--- config.mk ---
export PLATFORM = sky130hd
export DESIGN_NAME = fadd_sched
export DESIGN_NICKNAME = d
export VERILOG_FILES = /design/src/rtl/fadd_sched.sv
export SDC_FILE = /design/constraint.sdc
export NUM_CORES = 1
export LEC_CHECK = 0
export ABC_AREA = 1
export CORE_MARGIN = 2
export CORE_UTILIZATION = 51
export CTS_BUF_LIST = sky130_fd_sc_hd__clkbuf_4 sky130_fd_sc_hd__clkbuf_8
export CTS_CLUSTER_SIZE = 24
export DETAILED_ROUTE_END_ITERATION = 8
export PLACE_DENSITY = 0.94
export SLEW_MARGIN = 20
export SYNTH_ARGS = -nofsm -noshare
export SYNTH_HDL_FRONTEND = slang
export SYNTH_SLANG_ARGS = --single-unit
--- constraint.sdc ---
create_clock -name clk -period 3.7 [get_ports clk]
set_clock_uncertainty 0.15 [all_clocks]
set_input_delay 0.925 -clock clk [delete_from_list [all_inputs] [get_ports clk]]
set_output_delay 0.925 -clock clk [all_outputs]
set_load 0.01 [all_outputs]
--- src/rtl/fadd_sched.sv ---
// Round-robin share of one fadd pipeline between two requesters; results land in per-port FIFOs.
// Result visible LAT+1 cycles after accept; a port stalls (ready=0) when FIFO + in-flight would exceed DEPTH.
module fadd_sched #(
  parameter int LAT   = 2,
  parameter int DEPTH = 4
) (
  input  logic        clk,
  input  logic        rstn,
  input  logic        req0_valid,
  output logic        req0_ready,
  input  logic [31:0] req0_x1,
  input  logic [31:0] req0_x2,
  input  logic        req0_sub,
  input  logic        req1_valid,
  output logic        req1_ready,
  input  logic [31:0] req1_x1,
  input  logic [31:0] req1_x2,
  input  logic        req1_sub,
  output logic [31:0] fa_x1,
  output logic [31:0] fa_x2,
  input  logic [31:0] fa_y,
  input  logic        fa_ovf,
  output logic        resp0_valid,
  input  logic        resp0_ready,
  output logic [31:0] resp0_y,
  output logic        resp0_ovf,
  output logic        resp1_valid,
  input  logic        resp1_ready,
  output logic [31:0] resp1_y,
  output logic        resp1_ovf
);
  localparam int PW = $clog2(DEPTH);
  localparam int CW = $clog2(DEPTH + LAT + 1);

  logic [1:0]          req_vld;
  logic [1:0]          elig;
  logic [1:0]          cand;
  logic [1:0]          grant;
  logic                rr_q;
  logic [LAT-1:0]      tag_vld_q;
  logic [LAT-1:0]      tag_id_q;
  logic [1:0][CW-1:0]  inflight;
  logic [1:0][CW-1:0]  fcnt;
  logic [1:0][32:0]    head;
  logic [1:0]          resp_rdy;
  logic [1:0]          resp_vld;
  logic                cap_vld;
  logic                cap_id;

  assign req_vld  = {req1_valid, req0_valid};
  assign resp_rdy = {resp1_ready, resp0_ready};
  assign cap_vld  = tag_vld_q[LAT-1];
  assign cap_id   = tag_id_q[LAT-1];

  always_comb begin
    inflight = '0;
    for (int s = 0; s < LAT; s++) begin
      if (tag_vld_q[s]) begin
        if (tag_id_q[s]) inflight[1] = inflight[1] + CW'(1);
        else             inflight[0] = inflight[0] + CW'(1);
      end
    end
  end

  // A slot is reserved for every in-flight op so the fadd output always has a home.
  always_comb begin
    elig = '0;
    for (int i = 0; i < 2; i++)
      elig[i] = ({1'b0, fcnt[i]} + {1'b0, inflight[i]}) < (CW+1)'(DEPTH);
  end

  always_comb begin
    cand  = req_vld & elig & {2{rstn}};
    grant = 2'b00;
    case (cand)
      2'b01:   grant = 2'b01;
      2'b10:   grant = 2'b10;
      2'b11:   grant = rr_q ? 2'b01 : 2'b10;
      default: grant = 2'b00;
    endcase
  end

  assign req0_ready = grant[0];
  assign req1_ready = grant[1];

  always_comb begin
    fa_x1 = '0;
    fa_x2 = '0;
    if (grant[0]) begin
      fa_x1 = req0_x1;
      fa_x2 = {req0_x2[31] ^ req0_sub, req0_x2[30:0]};
    end else if (grant[1]) begin
      fa_x1 = req1_x1;
      fa_x2 = {req1_x2[31] ^ req1_sub, req1_x2[30:0]};
    end
  end

  always_ff @(posedge clk or negedge rstn) begin
    if (!rstn) begin
      rr_q      <= 1'b1;
      tag_vld_q <= '0;
      tag_id_q  <= '0;
    end else begin
      if (|grant) rr_q <= grant[1];
      tag_vld_q[0] <= |grant;
      tag_id_q[0]  <= grant[1];
      for (int s = 1; s < LAT; s++) begin
        tag_vld_q[s] <= tag_vld_q[s-1];
        tag_id_q[s]  <= tag_id_q[s-1];
      end
    end
  end

  for (genvar g = 0; g < 2; g++) begin : g_fifo
    logic [32:0]   mem [DEPTH];
    logic [PW-1:0] wptr_q;
    logic [PW-1:0] rptr_q;
    logic [CW-1:0] cnt_q;
    logic          push;
    logic          pop;

    assign pop  = resp_rdy[g] && (cnt_q != '0);
    assign push = cap_vld && (cap_id == 1'(g)) && ((cnt_q != CW'(DEPTH)) || pop);

    // Pointers wrap naturally because DEPTH is a power of two.
    always_ff @(posedge clk or negedge rstn) begin
      if (!rstn) begin
        wptr_q <= '0;
        rptr_q <= '0;
        cnt_q  <= '0;
      end else begin
        if (push) wptr_q <= wptr_q + PW'(1);
        if (pop)  rptr_q <= rptr_q + PW'(1);
        if (push && !pop)      cnt_q <= cnt_q + CW'(1);
        else if (pop && !push) cnt_q <= cnt_q - CW'(1);
      end
    end

    always_ff @(posedge clk) begin
      if (push) mem[wptr_q] <= {fa_ovf, fa_y};
    end

    assign head[g]     = mem[rptr_q];
    assign fcnt[g]     = cnt_q;
    assign resp_vld[g] = (cnt_q != '0);
  end

  assign resp0_valid = resp_vld[0];
  assign resp0_y     = head[0][31:0];
  assign resp0_ovf   = head[0][32];
  assign resp1_valid = resp_vld[1];
  assign resp1_y     = head[1][31:0];
  assign resp1_ovf   = head[1][32];
endmodule

# == After elaboration in Yosys (flattened, before gate mapping) ==
# Memories as Yosys holds them, arrays and structs flattened.
# Cells that the tools add are included.
# word_totals
ff_bits,19
ramBits,264
output_inout_bits,134
n_memories,2
# op_classes
add_sub_neg,12
order_cmp,2
eq_ne,5
muxes,20
n_bitwise,5
n_reduce_logical,21
# mem_list
name,words,width,rd,rd_ports_with_merged_regs,write_ports,line,source
g_fifo[0].mem,4,33,1,0,1,115,logic [32:0] mem [DEPTH];
g_fifo[1].mem,4,33,1,0,1,115,
# op_table
operator,n
$mux W32,4
$mux W3,6
$add A3 B1 Y3 const B,4
$mux W6,2
$logic_and A1 B1 Y1,10
$add A2 B1 Y2 const B,4
$add A3 B3 Y4,2
$lt A4 B3 Y1 const B,2
$mux W1,6
$ne A3 B3 Y1 const B,2
$pmux W2 S3,1
$reduce_bool A3 Y1,2
$sub A3 B1 Y3 const B,2
$and A2 B2 Y2,2
$eq A2 B2 Y1 const B,2
$logic_not A1 Y1,4
$reduce_bool A2 Y1,2
$eq A2 B1 Y1 const B,1
$logic_or A1 B1 Y1,2
$mux W2,1
$reduce_or A2 Y1,1
$xor A1 B1 Y1,2
$not A1 Y1,1

# == Depth between registers and ports, before layout ==
# depth
ltp_word,13
depth_mapped,15
mapped_depth_nobuf,13

# == Least setup slack after synthesis ==
# Ideal clock, no wire load.
# synth_path
path_kind,input -> register
startpoint,in resp0_ready
endpoint,"mem g_fifo[0].mem[0][0], enable pin"
setup_ns,0.423
arrival_ns,2.598
path_slack_ns,0.529
stages,4
path_buffers,0
path_cell_list,nor2_1 > nand2_1 > nand3_1 > nor2_1
# synth_between
elab_chain_cells,5
# synth_lines
element,line,source
from (decl),24,"input logic resp0_ready,"
$logic_and A1 B1 Y1,122,assign pop = resp_rdy[g] && (cnt_q != '0);
$logic_or A1 B1 Y1,123,assign push = cap_vld && (cap_id == 1'(g)) && ((cnt_q != CW'(DEPTH)) || pop);
$logic_and A1 B1 Y1,123,
$mux W1,140,"if (push) mem[wptr_q] <= {fa_ovf, fa_y};"
$mux W1 (not written as such),140,
to (decl),115,
# No other way between the ends.

# == Final worst setup path ==
# layout_path
startpoint,reg tag_vld_q[0]
endpoint,out fa_x1[14]
# layout_between
elab_chain_cells,12
word_cells_on_any_way,18
cone_classes,4 x add/sub; 2 x order compare; 3 x eq/ne; 7 x mux; 2 x bitwise
# layout_lines
element,line,source
from (decl),40,logic [LAT-1:0] tag_vld_q;
from (signal assigned),105,tag_vld_q[0] <= |grant;
"from (signal, indexed assignment)",108,tag_vld_q[s] <= tag_vld_q[s-1];
$mux W6 (*),58,if (tag_vld_q[s]) begin
$add A3 B1 Y3 (on tied branches),"60, 59",
$mux W3,59,if (tag_id_q[s]) inflight[1] = inflight[1] + CW'(1);
$mux W6 (*),58,
$add A3 B3 Y4,69,"elig[i] = ({1'b0, fcnt[i]} + {1'b0, inflight[i]}) < (CW+1)'(DEPTH);"
$lt A4 B3 Y1,69,
$and A2 B2 Y2 (*) (2 in a row),73,cand = req_vld & elig & {2{rstn}};
$eq A2 B2 Y1 or $eq A2 B1 Y1 (tied branches),75,case (cand)
$pmux W2 S3 (*),75,
$mux W32,92,end else if (grant[1]) begin
$mux W32 (*),89,if (grant[0]) begin
to (decl),19,"output logic [31:0] fa_x1,"
# Every way passes the cells marked *; elsewhere a longest branch is shown, timed or not.

==> results.md <==
- The final reports fail on setup timing.
- By area the synthesized netlist is led by sky130_fd_sc_hd__edfxtp_1 (65%), sky130_fd_sc_hd__o21ai_0 (5.6%), sky130_fd_sc_hd__nor2_1 (4.6%).
- The cell count after placement is 1589.
- TritonCTS created 42 clock buffers.
- The number of instances in the synthesized netlist is 1001.
- The initial antenna violation count is 3.
- The max-slew violation total from the final report is 0.
- The number of failing hold endpoints at the final stage came to 0.
- The first TritonRoute pass finished after 5 iterations.
- The standard cell core area is 23470 sq um.
- The count of unique library cells instantiated by Yosys is 29.
- In this run the horizontal extent of the chip is 158.7 um.
- The area taken by multi-input logic gates is 3495 sq um.
- Setup repair after global routing could not meet its margin everywhere.
- The mapped netlist covers 12210 sq um.
- The final global-route overflow total is 0.
- The critical path class is reg -> out.
- Entering global routing, the biggest net connects 35 pins.
- The detailed router finished its first iteration with 938 violations.
- The kind of path behind the tightest hold check is reg -> reg.
- The transition time at the pin with the least slew margin is 0.4836 ns.
- The remaining antenna violation count is 0.
- The number of top-level pins is 303.
- For this run, the post-layout net count is 1559.
- The average detailed-routed wire length per instance is 21.62 um.
- The root buffer selected by CTS is sky130_fd_sc_hd__clkbuf_8.
- The starting density of the core is 0.5201.
- The count of standard-cell rows is 56.
- CTS built an H-tree with a depth of 2.
- The tree built by TritonCTS fans out to 283 sinks.
- The total length of routed wires is 37.28 mm.
- The growth of design area from synthesis to finish is 42.14%.
- Measured against its own limit, the worst slew margin works out to 0.6768.
- STA classifies the critical path endpoint as an output port.
- The clock transition at the register clock pins on the worst setup and hold paths after CTS is 0.05 ns.
- Setup violations remaining at the end of the flow were counted as 37.
- In the final layout, flip-flops and latches occupy 8407 sq um.
- The latest clock arrival within the worst-skew pair is 0.53 ns.
- The placer's final routability congestion estimate is 0.8517.
- When the netlist entered floorplanning its net count stood at 1186.
- The count of yosys warnings during synthesis is 0.
- The shortest period the worst path allows is 3.817 ns.
- The wire length of the first global-routing pass is 54.74 mm.
- For this run, the register share of the synthesized area comes to 0.6884.
- The die area is 25190 sq um.
- The half-perimeter wire length of the detailed placement result is 22.65 mm.
- A synthesized cell averages 12.20 sq um.
- The required time reported for the critical path endpoint is 2.62 ns.
- The run finished, with violations left.
- The ratio of final minimum period to clock period is 1.032.
- In this run the vertical extent of the chip is 158.7 um.
- Port buffering added 302 buffers.
- The global-route total usage across every layer is 0.2821.
- Across all layers, the routed design uses 9951 vias.
- TritonCTS built the clock tree.
- The total power divided by cell area is 669.5 nW/um^2.
- In this run the deepest clock path goes through 3 buffers.
- For this run, the top clock speed supported by timing is 0.2620 GHz.
- The number of non-filler instances in the completed layout is 1724.
- The fraction of final layout cells sized beyond drive strength 1 is 0.2297.
- After filler insertion, the fill cell instance count of the layout stands at 1410.
- The kind of launch point of the worst setup path is a flop.
- The leakage power total is 6.495 nW.
- The dominant cell type by area after synthesis is sky130_fd_sc_hd__edfxtp_1.
- The total DRC errors in the routed layout is 0.
- Data on the critical path arrives at its endpoint at 2.74 ns.
- The via count of the first global-routing pass is 9979.
- OpenSTA, run right after detailed placement, puts the worst setup slack at -0.3270 ns.
- The number of max-capacitance violations reported is 0.
- The critical-path maximum fanout is 9.
- The worst vdd rail ir drop is 0.0003443 V.
- In the routed layout, each cell is associated on average with a via count of 5.772.
- After clock tree synthesis, the flow added hold-fix buffers numbering 0.
- The proportion of netlist area held by the largest area contributor is 0.6494.
- The flop and latch count out of synthesis is 283.
- Once routing completed, OpenROAD measured the worst setup slack at -0.1166 ns.
-- critical path, stage by stage (launching register included) --
cell,delay [ns]
sky130_fd_sc_hd__dfrtp_1,0.39
sky130_fd_sc_hd__nand2_1,0.11
sky130_fd_sc_hd__inv_1,0.06
sky130_fd_sc_hd__ha_2,0.16
sky130_fd_sc_hd__nand2_1,0.06
sky130_fd_sc_hd__inv_1,0.04
sky130_fd_sc_hd__ha_1,0.26
sky130_fd_sc_hd__nand2_1,0.06
sky130_fd_sc_hd__inv_1,0.05
sky130_fd_sc_hd__nand3_2,0.10
sky130_fd_sc_hd__nand3_4,0.16
sky130_fd_sc_hd__buf_4,0.18
sky130_fd_sc_hd__buf_6,0.11
sky130_fd_sc_hd__buf_12,0.14
sky130_fd_sc_hd__nand3_1,0.11
sky130_fd_sc_hd__nand2_1,0.09
sky130_fd_sc_hd__buf_2,0.15
-- flip-flops by register name (all words and copies together), names as in the netlist --
name and cells:
g_fifo.cnt_q 6, g_fifo.mem 264, g_fifo.rptr_q 4, g_fifo.wptr_q 4, rr_q 1, tag_id_q 2
tag_vld_q 2
-- layout make-up --
class | instances | area share
flip-flops and latches | 283 | 0.4845
clock buffers | 61 | 0.04261
well taps | 319 | 0.02300
repair buffers | 397 | 0.2357
clock inverters | 11 | 0.003533
inverters | 39 | 0.008869
diodes | 3 | 0.0004326
multi-input cells | 611 | 0.2014
-- final timing paths --
path                              startpoint             endpoint  slack (ns)  depth (start not counted)
worst max-delay path            tag_vld_q[0]            fa_x1[14]       -0.12                         16
worst min-delay path             tag_id_q[0]          tag_id_q[1]        0.25                          0
worst max register to register  tag_vld_q[0]                 rr_q        1.34                         16
worst min register to register   tag_id_q[0]          tag_id_q[1]        0.25                          0
max in group asynchronous               rstn  g_fifo[0].rptr_q[0]        2.51                          2
min in group asynchronous               rstn         tag_vld_q[1]        0.67                          2
-- metrics by stage --
| step | util | cell area, sq um | hold slack (ns) | setup TNS (ns) | power, mW |
|---|---|---|---|---|---|
| final | 0.7393 | 17350 | 0.2498 | -1.734 | 11.62 |
| after global routing | 0.7393 | 17350 | 0.2749 | -9.958 | 12.09 |
| after global placement | 0.6699 | 15730 | 0.2311 | -17.13 | 8.613 |
| after detailed placement | 0.6699 | 15730 | 0.2407 | -16.04 | 8.807 |
| after CTS | 0.7270 | 17060 | 0.2529 | -1.330 | 11.45 |
| after floorplan | - | 12210 | 0.2237 | 0 | 6.363 |
-- report_power, final --
group	switching (mW)	internal, mW	leakage [nW]
sequential	0.179	3.83	2.61
combinational	2.86	2.34	3.46
clock	1.13	1.28	0.425
total	4.17	7.45	6.49
-- kinds of logic after synthesis --
family,share of synthesized area
and+or+nand+nor,0.1428
buffers and inverters,0.04910
muxes,0.001845
adders and majority gates,0.01763
xor gates and xnor gates,0.007175
DFF,0.6884
AOI/OAI and AO/OA,0.09306
-- layer usage --
layer  share of wire  vias up  track usage
li1                -     4376            -
met1            0.34     4754       0.3228
met2            0.52      684       0.5024
met3           0.081      137      0.04572
met4           0.056        0       0.1606
met5               0        -            0
-- synthesized netlist by cell type --
| library cell | count |
|---|---|
| sky130_fd_sc_hd__nand3_2 | 33 |
| sky130_fd_sc_hd__edfxtp_1 | 264 |
| sky130_fd_sc_hd__inv_2 | 3 |
| sky130_fd_sc_hd__mux2_2 | 2 |
| sky130_fd_sc_hd__o22ai_1 | 66 |
| sky130_fd_sc_hd__buf_4 | 4 |
| sky130_fd_sc_hd__dfrtp_1 | 18 |
| sky130_fd_sc_hd__fa_1 | 2 |
| sky130_fd_sc_hd__nand3_1 | 100 |
| sky130_fd_sc_hd__a21oi_2 | 2 |
| sky130_fd_sc_hd__buf_8 | 6 |
| sky130_fd_sc_hd__nand2_1 | 88 |
| sky130_fd_sc_hd__nand2_2 | 1 |
| sky130_fd_sc_hd__clkbuf_1 | 32 |
| sky130_fd_sc_hd__xnor2_1 | 2 |
| sky130_fd_sc_hd__buf_2 | 16 |
| sky130_fd_sc_hd__ha_1 | 14 |
| sky130_fd_sc_hd__or2_1 | 1 |
| sky130_fd_sc_hd__a21oi_1 | 4 |
| sky130_fd_sc_hd__o21ai_1 | 1 |
| sky130_fd_sc_hd__inv_1 | 35 |
| sky130_fd_sc_hd__dfstp_2 | 1 |
| sky130_fd_sc_hd__inv_4 | 1 |
| sky130_fd_sc_hd__nand4_1 | 1 |
| sky130_fd_sc_hd__nor2_1 | 150 |
| sky130_fd_sc_hd__buf_6 | 8 |
| sky130_fd_sc_hd__xor2_1 | 8 |
| sky130_fd_sc_hd__o21ai_0 | 136 |
| sky130_fd_sc_hd__buf_12 | 2 |
-- layout by cell type (no fill, tap or decap), types with 2 or more instances in the layout --
master / instances
sky130_fd_sc_hd__clkdlybuf4s50_1: 236
sky130_fd_sc_hd__inv_2: 6
sky130_fd_sc_hd__nand2_4: 2
sky130_fd_sc_hd__clkbuf_8: 45
sky130_fd_sc_hd__clkbuf_2: 6
sky130_fd_sc_hd__buf_12: 22
sky130_fd_sc_hd__dfrtp_1: 16
sky130_fd_sc_hd__buf_4: 41
sky130_fd_sc_hd__diode_2: 3
sky130_fd_sc_hd__nand3_1: 75
sky130_fd_sc_hd__nand2_2: 9
sky130_fd_sc_hd__dfrtp_2: 2
sky130_fd_sc_hd__a21oi_4: 2
sky130_fd_sc_hd__nand3_4: 4
sky130_fd_sc_hd__fa_1: 2
sky130_fd_sc_hd__clkinv_2: 3
sky130_fd_sc_hd__clkbuf_4: 16
sky130_fd_sc_hd__clkinv_1: 6
sky130_fd_sc_hd__buf_6: 27
sky130_fd_sc_hd__bufbuf_16: 3
sky130_fd_sc_hd__nand2_1: 78
sky130_fd_sc_hd__buf_8: 5
sky130_fd_sc_hd__a21oi_1: 4
sky130_fd_sc_hd__inv_1: 31
sky130_fd_sc_hd__buf_16: 7
sky130_fd_sc_hd__xor2_1: 8
sky130_fd_sc_hd__edfxtp_1: 264
sky130_fd_sc_hd__ha_1: 11
sky130_fd_sc_hd__nor2_4: 9
sky130_fd_sc_hd__buf_2: 47
sky130_fd_sc_hd__nor2_1: 141
sky130_fd_sc_hd__mux2_2: 2
sky130_fd_sc_hd__xnor2_1: 2
sky130_fd_sc_hd__ha_2: 2
sky130_fd_sc_hd__o22ai_1: 66
sky130_fd_sc_hd__nand3_2: 54
sky130_fd_sc_hd__o21ai_0: 136
-- what timing repair did --
item,4_1_cts,5_1_grt
pin swaps,8,19
buffers inserted,38,12
gates cloned,11,1
resized for setup,279,71
setup endpoints to repair,67,71
No activity file was read; power rests on OpenSTA's default activity.
